[src/rtl/exe_unit_w2.sv]
`default_nettype none
// ============================================================================
// Module   : exe_unit_w2
// Purpose  : Handshaked M-bit execution unit: single-cycle ALU ops plus an
//            iterative shift-add multiplier, registered result and status.
// Revision : 1.0
// ============================================================================
module exe_unit_w2 #(
  parameter int M = 8,
  parameter int N = 3
) (
  input  logic         i_clk,
  input  logic         i_rst,
  input  logic         i_valid,
  output logic         o_ready,
  input  logic [N-1:0] i_oper,
  input  logic [M-1:0] i_argA,
  input  logic [M-1:0] i_argB,
  output logic [M-1:0] o_result,
  output logic [1:0]   o_status,
  output logic         o_valid
);

  localparam int CW = $clog2(M) + 1;

  localparam logic [0:0] IDLE = 1'b0;
  localparam logic [0:0] BUSY = 1'b1;

  localparam logic [N-1:0] OP_ADD = N'(0);
  localparam logic [N-1:0] OP_SUB = N'(1);
  localparam logic [N-1:0] OP_AND = N'(2);
  localparam logic [N-1:0] OP_OR  = N'(3);
  localparam logic [N-1:0] OP_XOR = N'(4);
  localparam logic [N-1:0] OP_SHL = N'(5);
  localparam logic [N-1:0] OP_MUL = N'(6);

  localparam logic [M-1:0]  M_VAL  = M'(M);
  localparam logic [CW-1:0] LAST_STEP = CW'(M - 1);

  logic [0:0]     state_q, state_d;
  logic [2*M-1:0] a_q, a_d;
  logic [M-1:0]   b_q, b_d;
  logic [2*M-1:0] acc_q, acc_d;
  logic [CW-1:0]  cnt_q, cnt_d;
  logic [M-1:0]   result_q, result_d;
  logic [1:0]     status_q, status_d;
  logic           valid_q, valid_d;

  logic [M:0]     w_sum;
  logic [M-1:0]   w_shamt;
  logic [2*M-1:0] w_shl;
  logic [M-1:0]   w_sc_result;
  logic           w_ovf, w_ill;
  logic [1:0]     w_sc_status;
  logic [2*M-1:0] w_acc_next;
  logic           w_last;

  // Priority: illegal > overflow > zero > ok
  function automatic logic [1:0] f_status(input logic ill, input logic ovf,
                                          input logic [M-1:0] res);
    if (ill)              return 2'b11;
    else if (ovf)         return 2'b01;
    else if (res == '0)   return 2'b10;
    else                  return 2'b00;
  endfunction

  assign w_sum   = {1'b0, i_argA} + {1'b0, i_argB};
  assign w_shamt = i_argB % M_VAL;
  assign w_shl   = {{M{1'b0}}, i_argA} << w_shamt;

  always_comb begin
    w_sc_result = '0;
    w_ovf       = 1'b0;
    w_ill       = 1'b0;
    case (i_oper)
      OP_ADD: begin w_sc_result = w_sum[M-1:0]; w_ovf = w_sum[M]; end
      OP_SUB: begin w_sc_result = i_argA - i_argB; w_ovf = (i_argA < i_argB); end
      OP_AND: w_sc_result = i_argA & i_argB;
      OP_OR:  w_sc_result = i_argA | i_argB;
      OP_XOR: w_sc_result = i_argA ^ i_argB;
      OP_SHL: begin w_sc_result = w_shl[M-1:0]; w_ovf = |w_shl[2*M-1:M]; end
      OP_MUL: ;
      default: w_ill = 1'b1;
    endcase
    w_sc_status = f_status(w_ill, w_ovf, w_sc_result);
  end

  // A is pre-shifted and B consumed LSB-first, so each step only tests b_q[0]
  assign w_acc_next = acc_q + (b_q[0] ? a_q : '0);
  assign w_last     = (cnt_q == LAST_STEP);

  always_ff @(posedge i_clk) begin
    if (i_rst) state_q <= IDLE;
    else       state_q <= state_d;
  end

  always_comb begin
    state_d = state_q;
    case (state_q)
      IDLE:    if (i_valid && (i_oper == OP_MUL)) state_d = BUSY;
      BUSY:    if (w_last) state_d = IDLE;
      default: state_d = IDLE;
    endcase
  end

  always_comb begin
    o_ready  = (state_q == IDLE);
    o_result = result_q;
    o_status = status_q;
    o_valid  = valid_q;
  end

  always_comb begin
    a_d      = a_q;
    b_d      = b_q;
    acc_d    = acc_q;
    cnt_d    = cnt_q;
    result_d = result_q;
    status_d = status_q;
    valid_d  = 1'b0;
    case (state_q)
      IDLE: begin
        if (i_valid) begin
          if (i_oper == OP_MUL) begin
            a_d   = {{M{1'b0}}, i_argA};
            b_d   = i_argB;
            acc_d = '0;
            cnt_d = '0;
          end else begin
            result_d = w_sc_result;
            status_d = w_sc_status;
            valid_d  = 1'b1;
          end
        end
      end
      BUSY: begin
        acc_d = w_acc_next;
        a_d   = a_q << 1;
        b_d   = b_q >> 1;
        cnt_d = cnt_q + CW'(1);
        if (w_last) begin
          result_d = w_acc_next[M-1:0];
          status_d = f_status(1'b0, |w_acc_next[2*M-1:M], w_acc_next[M-1:0]);
          valid_d  = 1'b1;
        end
      end
      default: ;
    endcase
  end

  always_ff @(posedge i_clk) begin
    if (i_rst) begin
      a_q      <= '0;
      b_q      <= '0;
      acc_q    <= '0;
      cnt_q    <= '0;
      result_q <= '0;
      status_q <= 2'b00;
      valid_q  <= 1'b0;
    end else begin
      a_q      <= a_d;
      b_q      <= b_d;
      acc_q    <= acc_d;
      cnt_q    <= cnt_d;
      result_q <= result_d;
      status_q <= status_d;
      valid_q  <= valid_d;
    end
  end

endmodule
`default_nettype wire

[config.mk]
export PLATFORM = sky130hd
export DESIGN_NAME = exe_unit_w2
export DESIGN_NICKNAME = d
export VERILOG_FILES = /design/src/rtl/exe_unit_w2.sv
export SDC_FILE = /design/constraint.sdc
export NUM_CORES = 1
export LEC_CHECK = 0
export ABC_AREA = 1
export CORE_MARGIN = 1.5
export CORE_UTILIZATION = 51
export DETAILED_ROUTE_END_ITERATION = 10
export PLACE_DENSITY_LB_ADDON = 0.08
export SYNTH_ARGS = -nofsm -noshare
export SYNTH_HDL_FRONTEND = slang
export SYNTH_SLANG_ARGS = --single-unit
[constraint.sdc]
create_clock -name i_clk -period 3.6 [get_ports i_clk]
set_input_delay 0.72 -clock i_clk [delete_from_list [all_inputs] [get_ports i_clk]]
set_output_delay 0.72 -clock i_clk [all_outputs]
set_load 0.02 [all_outputs]
### Yosys cells after proc, flatten, opt, wreduce, memory -nomap -nowiden

Cells that the tools add are included.

* bitwise gates (word level): 4
* divide/modulo/power cells: 0
* $lt $le $gt $ge: 1
* reductions and logical operators: 9
* add/subtract/negate cells: 4
* eq/ne operators: 11
* shifts and indexed selects: 1
* multiplexer cells: 35
* multiply operators: 0

Operator list (count)
* $mux W16: 5
* $pmux W16 S2: 2
* $pmux W8 S6: 1
* $mux W8: 5
* $pmux W8 S2: 2
* $add A16 B16 Y16: 1
* $logic_not A8 Y1: 2
* $mux W2: 8
* $reduce_or A8 Y1: 2
* $shl A8 B3 Y16: 1
* $add A8 B8 Y9: 1
* $eq A3 B3 Y1 const B: 3
* $and A8 B8 Y8: 1
* $lt A8 B8 Y1: 1
* $mux W4: 2
* $or A8 B8 Y8: 1
* $pmux W4 S2: 1
* $sub A8 B8 Y8: 1
* $xor A8 B8 Y8: 1
* $reduce_or A7 Y1: 1
* $eq A3 B2 Y1 const B: 2
* $mux W1: 5
* $add A4 B1 Y4 const B: 1
* $eq A4 B3 Y1 const B: 1
* 11 further kinds: 14

* output and inout port bits: 12
* latch bits: 0
* bits in registers: 56
* RAM bits: 0
* memories kept: 0
* memory bits (read-only): 0
* input bits: 22
* word-level logic and storage cells: 73

### Longest topological paths before layout

* depth after elaboration: 9
* mapped depth: 19

### Worst setup path before layout

No wires, ideal clock.

* path kind: input to register
* start point: in i_argA[0]
* end point: reg status_q[1], in the netlist o_status[1]
* library setup time: 56 ps
* arrival time: 2199 ps
* setup slack: 1346 ps
* cell stages on the path: 15
* cells stage by stage: inv_1 -> ha_1 -> fa_1 -> inv_1 -> nand4_1 -> nand3_1 -> nor2_1 -> nand2_1 -> nor2_1 -> nand3_1 -> nor2_1 -> nand4_1 -> nand3_1 -> nand2_1 -> inv_1

* longest elaborated chain between the ends: 9
* elaborated cells between the ends (all ways): 17
* those cells by class: add/sub: 2; order compare: 1; shift: 1; mux: 8; bitwise: 3; reduce/logical: 2

RTL lines
* from (decl): line 17 `input logic [M-1:0] i_argA,`
* $sub A8 B8 Y8, or another cell as far along: line 77 `OP_SUB: begin w_sc_result = i_argA - i_argB; w_ovf = (i_argA < i_argB); end`
* $pmux W8 S6: line 75 `case (i_oper)`
* $logic_not A8 Y1: line 63 `else if (res == '0) return 2'b10;`
* $mux W2: line 63
* $mux W2 *: line 62 `else if (ovf) return 2'b01;`
* $mux W2 *: line 61 `if (ill) return 2'b11;`
* $mux W2 *: line 124 `if (i_oper == OP_MUL) begin`
* $mux W2 *: line 123 `if (i_valid) begin`
* $pmux W2 S2 *: line 121 `case (state_q)`
* to (signal assigned): line 166 `status_q <= status_d;`
* to (decl): line 46 `logic [1:0] status_q, status_d;`

Every way passes the cells marked *; elsewhere a longest branch is shown, timed or not. The select of a mux whose other input is x is not followed.
A chain may end at the register's enable or synchronous reset.

### Worst setup path after layout

* start point: in i_argB[1]
* end point: reg status_q[1], in the netlist o_status[1]

* longest elaborated chain between the ends: 9
* elaborated cells between the ends (all ways): 17
* those cells by class: add/sub: 2; order compare: 1; shift: 1; mux: 8; bitwise: 3; reduce/logical: 2

RTL lines
* from (decl): line 18 `input logic [M-1:0] i_argB,`
* $sub A8 B8 Y8, or another cell as far along: line 77
* $pmux W8 S6: line 75
* $logic_not A8 Y1: line 63
* $mux W2: line 63
* $mux W2 *: line 62
* $mux W2 *: line 61
* $mux W2 *: line 124
* $mux W2 *: line 123
* $pmux W2 S2 *: line 121

Marked as above.

==> flow_metrics.env <==
export IMPL_outcome="complete, no violations"
export IMPL_ant_nets=0
export IMPL_drv_cap=0
export IMPL_ys_ff_latch=56
export IMPL_min_period_ps=2960
export IMPL_root_buffer="clkbuf_8"
export IMPL_worst_ep_arrival_time_ps=3220
export IMPL_clock_latency_ps=300
export IMPL_dieArea_mm2=0.0100
export IMPL_fin_nets=858
export IMPL_fin_tns_setup_ps=0
export IMPL_p_leak_nw=2.51
export IMPL_cts_max_path_buffers=2
export IMPL_max_vdd_ir_drop_mv=0.192
export IMPL_final_cell_mix="nand2_1 (252), inv_1 (84), nand3_1 (82)"
export IMPL_setup_worst_path_end_class="flip-flop"
export IMPL_cts_made_buffers=5
export IMPL_gr_usage_all_layers_pct=27.3
export IMPL_grt_pass1_wl_um=21800
export IMPL_syn_cell_area_mm2=0.00481
export IMPL_cts_tree="built"
export IMPL_startpoint_type="input pin"
export IMPL_rr_startpoint="b_q[0]"
export IMPL_pin_count=34
export IMPL_path_max_fanout=12
export IMPL_timing_hold_worst_start="o_status[0]"
export IMPL_antenna_found_initial=0
export IMPL_core_mm2=0.00920
export IMPL_first_pass_iters=5
export IMPL_vias_per_cell=5.45
export IMPL_nFillCells=967
export IMPL_power_density_mw_per_mm2=277
export IMPL_pwr_share_clk_pct=31.1
export IMPL_fmax_mhz=337
export IMPL_gp_congestion=0.924
export IMPL_drt_iter0_markers=341
export IMPL_cts_setup_buffers=0
export IMPL_hpwl_um=10800
export IMPL_drive_gt1_share_pct=5.81
export IMPL_comb_power_share_pct=24.7
export IMPL_synth_top_cell_area_share_pct=23.3
export IMPL_setup_viol=0
export IMPL_hold_path_class="reg2reg"
export IMPL_netSwitchingFraction_pct=31.0
export IMPL_clk_pin_slew_ps=100
export IMPL_via_count=4921
export IMPL_synthTopCellsByArea="dfxtp_1 (23%), nand2_1 (20%), ha_1 (11%)"
export IMPL_required_ps=3850
export IMPL_die_h_um=100
export IMPL_async_flop_share_pct=0
export IMPL_cts_resized=0
export IMPL_wl_per_cell_um=15.1
export IMPL_yosys_area_top_type="dfxtp_1"
export IMPL_ys_seq_area_share_pct=23.3
export IMPL_fp_dieW_um=100
export IMPL_initial_utilization_pct=52.3
export IMPL_ys_warnings_count=0
export IMPL_intPower_mw=1.01
export IMPL_cts_sinks=56
export IMPL_synthCells=776
export IMPL_drcViolationCount=0
export IMPL_cts_hold_buf=0
export IMPL_grt_pass1_vias=4266
export IMPL_areaGrowthSynthToFinish_pct=9.70
export IMPL_finalHoldViolCount=0
export IMPL_portBuffers=33
export IMPL_skew_ps=8.79
export IMPL_synth_distinct_cells=37
export IMPL_worst_slew_pin_slew_ps=596
export IMPL_fp_row_count=35
export IMPL_synth_edf_count=0
export IMPL_diodes=0
export IMPL_rsz0062_at_grt="false"
export IMPL_critical_path_class="in2reg"
export IMPL_crit_start="i_argB[1]"
export IMPL_fin_crit_sh_pct=82.3
export IMPL_grt_max_degree=46
export IMPL_synthFlopType="dfxtp_1"
export IMPL_slew_headroom_pct=60.1
export IMPL_wl_um=13600
export IMPL_overflow=0
export IMPL_cts_max_level=2
export IMPL_drv_slew=0
export IMPL_final_common_cell="nand2_1"
export IMPL_p_seq_share_pct=44.2
export IMPL_synthesis_nets=843
export IMPL_switchingPower_mw=0.453
export IMPL_syn_avg_cell_area_um2=6.20
export IMPL_whs_ps=471
## power groups by stage
stage,logic (mW),registers (mW),clock network [mW]
3_3_place_gp,0.354,0.659,0
2_1_floorplan,0.226,0.669,0
6_report,0.361,0.645,0.454
4_1_cts,0.356,0.645,0.464
5_1_grt,0.398,0.647,0.486
3_5_place_dp,0.355,0.659,0
## sequential cells by signal (all words and copies together), names as in the netlist
| signal | cells |
|---|---|
| o_result | 8 |
| o_status | 2 |
| state_q | 1 |
| cnt_q | 4 |
| a_q | 16 |
| o_valid | 1 |
| acc_q | 16 |
| b_q | 8 |
## worst paths after layout
check / slack (ps) / endpoint / cells past startpoint
max: 640 / o_status[1] / 15
max reg2reg: 850 / o_status[0] / 13
min: 470 / o_status[0] / 2
min reg2reg: 470 / o_status[0] / 2
## kinds of logic after synthesis
family          count (synthesis)  share of synthesized area (%)
simple gates                  431                           39.2
buf+inv                       125                           11.1
compound gates                110                           12.6
flops                          56                           23.3
fa+ha+maj                      45                           12.2
xor+xnor                        9                           1.64
## final cells by class
type,count,area (µm²),area share [%]
clock buffers,7,96.3,1.83
flip-flops and latches,56,1120,21.2
inverters,94,360,6.83
repair buffers,39,375,7.11
multi-input cells,595,3150,59.8
clock inverters,1,30.0,0.569
well taps,111,139,2.63
## Yosys cell counts (2+ instances only)
master,number
a21oi_1,53
a21oi_2,2
a31oi_1,22
buf_2,10
buf_4,6
buf_6,3
clkbuf_1,12
dfxtp_1,56
fa_1,3
ha_1,42
inv_1,84
inv_2,7
inv_4,3
nand2_1,252
nand2_2,6
nand3_1,82
nand3_2,3
nand3b_1,6
nand4_1,16
nor2_1,50
nor2_2,3
nor2_4,2
nor3_1,2
o21a_1,2
o21ai_0,20
o21ai_1,8
or2_1,3
or2_2,2
xnor2_1,5
xor2_1,4
## metal layers
layer | wire length (µm) | GRT usage (%) | part of all wire [%] | vias up
met5 | 0 | 0 | 0 | -
met4 | 98 | 3.14 | 0.72 | 0
met3 | 728 | 2.58 | 5.3 | 10
met2 | 5700 | 40.2 | 42 | 135
met1 | 7120 | 43.8 | 52 | 2235
li1 | - | - | - | 2541
## worst max-delay path, stage by stage
cell	delay, ps
clkdlybuf4s50_1	800
inv_2	210
ha_1	380
nand3_1	110
nand2_1	160
nand2_1	90
nand3_1	70
nand2_1	50
nand3_1	80
nand3_1	100
nor2_1	120
nand4_1	110
nand3_1	110
nand2_1	60
inv_1	40
## stage by stage
| step | power, mW | area, µm² | worst slack [ps] | utilization [%] | cells |
|---|---|---|---|---|---|
| floorplan | 0.896 | 4810 | 1350 | - | 776 |
| global placement | 1.01 | 5150 | 378 | 56.0 | 895 |
| detailed placement | 1.01 | 5150 | 318 | 56.0 | 895 |
| CTS | 1.46 | 5280 | 634 | 57.4 | 903 |
| global route | 1.53 | 5280 | 345 | 57.4 | 903 |
| finish | 1.46 | 5280 | 636 | 57.4 | 903 |
No activity file was read; power rests on OpenSTA's default activity.
==> edit: new RTL, config.mk and constraints unchanged <==
Take the reset off `a_q`, `b_q` and `result_q` and load them in a clocked block of their own.
--- a/src/rtl/exe_unit_w2.sv
+++ b/src/rtl/exe_unit_w2.sv
@@ -150,24 +150,24 @@
 
   always_ff @(posedge i_clk) begin
     if (i_rst) begin
-      a_q      <= '0;
-      b_q      <= '0;
       acc_q    <= '0;
       cnt_q    <= '0;
-      result_q <= '0;
       status_q <= 2'b00;
       valid_q  <= 1'b0;
     end else begin
-      a_q      <= a_d;
-      b_q      <= b_d;
       acc_q    <= acc_d;
       cnt_q    <= cnt_d;
-      result_q <= result_d;
       status_q <= status_d;
       valid_q  <= valid_d;
     end
   end
 
+  always_ff @(posedge i_clk) begin
+    a_q      <= a_d;
+    b_q      <= b_d;
+    result_q <= result_d;
+  end
+
 endmodule
 `default_nettype wire
 
Behaviour: not the same (Yosys sat finds a counterexample within 4 cycles, from zero or initial values and one cycle with i_rst high).
==> edit against the original RTL <==
Critical path depth stayed put; setup slack better by 0.17 ns; synthesized cell count is 2.8% lower; sequential cell count stayed put; synthesized area is 1.5% higher; clock skew is 0.0057 ns higher; total power is 5.7% higher; sequential share of layout area is 5.3 points higher; routed wire length is 4.5% lower; first-iteration DRC count is 2.6% higher; final area is 2.9% higher; sequential power is 12% higher; utilization is 1.4 points higher; largest power group unchanged.
==> edit: results (changes against the original RTL) <==
| Metric | Value |
|---|---|
| Number of synthesized flops with an enable pin | `32 (was 0)` |
| Worst vdd ir | `0.177 mV (was 0.192 mV)` |
| Placer Congestion | `1.01 (was 0.924)` |
| Maximum cell stage delay along the critical path | `0.50 ns (was 0.80 ns)` |
| Top cell types by occurrence after synthesis | `242 x nand2_1, 117 x inv_1, 81 x nand3_1, 58 x nor2_1, 42 x ha_1 (was 252 x nand2_1, 84 x inv_1, 82 x nand3_1, 56 x dfxtp_1, 53 x a21oi_1)` |
| Synth top area cells | `edfxtp_1 20%, nand2_1 19%, ha_1 11% (was dfxtp_1 23%, nand2_1 20%, ha_1 11%)` |
| Achievable frequency | `0.358 GHz (was 0.337 GHz)` |
| Launch point of the worst hold path | `acc_q[0]$_SDFFE_PP0P_ (was o_status[0]$_SDFFE_PP0P_)` |
| Count of nets after finishing | `848 (was 858)` |
| Worst setup startpoint | `i_argA[0] (was i_argB[1])` |
| Syn nets | `821 (was 843)` |
| Routed Wire Length | `13000 µm (was 13600 µm)` |
| Skew-Pair Late Insertion Delay | `0.32 ns (was 0.30 ns)` |
| Hold-critical path endpoint | `acc_q[0]$_SDFFE_PP0P_ (was o_status[0]$_SDFFE_PP0P_)` |
| Detailed placer's ending HPWL | `10500 µm (was 10800 µm)` |
| Iteration count of the initial detailed-routing pass | `8 (was 5)` |
| Vias in the first global route | `4444 (was 4266)` |
| Result of the run | `complete, no violations (unchanged)` |
| Post-placement cell count | `903 (was 895)` |
| Worst clock skew on the final layout | `0.0145 ns (was 0.00879 ns)` |
| Setup slack of the most critical reg-to-reg path | `0.94 ns (was 0.85 ns)` |
| Max Fanout on Critical Path | `4 (was 12)` |
| Setup Slack @ Placement | `0.514 ns (was 0.318 ns)` |
| Maximum number of pins on one net before global-route repair | `64 (was 46)` |
| Worst Hold Slack | `0.474 ns (was 0.471 ns)` |
| Cell area after placement | `5320 µm² (was 5150 µm²)` |
| Leakage power | `0.00278 µW (was 0.00251 µW)` |
| Layout cells sized above 1 | `5.37% (was 5.81%)` |
| Internal power consumption | `1060 µW (was 1010 µW)` |
| Ys flop type | `edfxtp_1 (was dfxtp_1)` |
| Worst slew margin relative to its limit | `57.9% (was 60.1%)` |
| Library cells used by synthesis | `31 (was 37)` |
-- edit: cell types whose count changed in the layout (fill, tap and decap cells not counted), moves of 6 or more --
| cell | unedited run | this run |
|---|---|---|
| a21oi_1 | 53 | 38 |
| a31oi_1 | 22 | 1 |
| dfxtp_1 | 56 | 23 |
| edfxtp_1 | 0 | 32 |
| inv_1 | 84 | 117 |
| nand2_1 | 252 | 242 |
| nor2_1 | 50 | 58 |
| o21ai_0 | 20 | 31 |
| o21ai_1 | 8 | 2 |
-- edit: power groups by stage --
stage / logic, µW / clock network (µW) / registers, µW
after global routing: 453 / 450 / 728
after floorplan: 247 / 0 / 753
after global placement: 396 / 0 / 740
after detailed placement: 398 / 0 / 740
final: 405 / 414 / 725
after CTS: 399 / 430 / 725
-- edit: cell type report --
| class | count | area [µm²] |
|---|---|---|
| clock buffers | 6 | 72.6 |
| clock inverters | 2 | 35.0 |
| fillers | 939 | 3810 |
| inverters | 124 | 465 |
| multi-input cells | 551 | 2850 |
| flip-flops and latches | 56 | 1440 |
| well taps | 129 | 161 |
| repair buffers | 43 | 405 |
-- edit: cell families after synthesis --
kind of cell | count (synthesis) | share of synthesized area, %
simple gates | 418 | 36.2
buf+inv | 147 | 12.1
fa+ha+maj | 45 | 12.0
flops | 56 | 29.5
compound gates | 78 | 8.41
xor+xnor | 10 | 1.79
-- edit: worst max-delay path: cells and delay by family --
family          cells  cell delay (ns)
compound gates      1             0.14
fa+ha+maj           2             0.66
buf+inv             3             0.68
simple gates        9             0.82
-- edit: per-layer routing --
metal | GRT usage [%] | part of all wire (%) | up-vias
met1 | 38.9 | 49 | 2164
li1 | - | - | 2440
met4 | 8.23 | 1.9 | 0
met2 | 41.0 | 43 | 155
met3 | 5.34 | 5.8 | 23
met5 | 0 | 0 | -
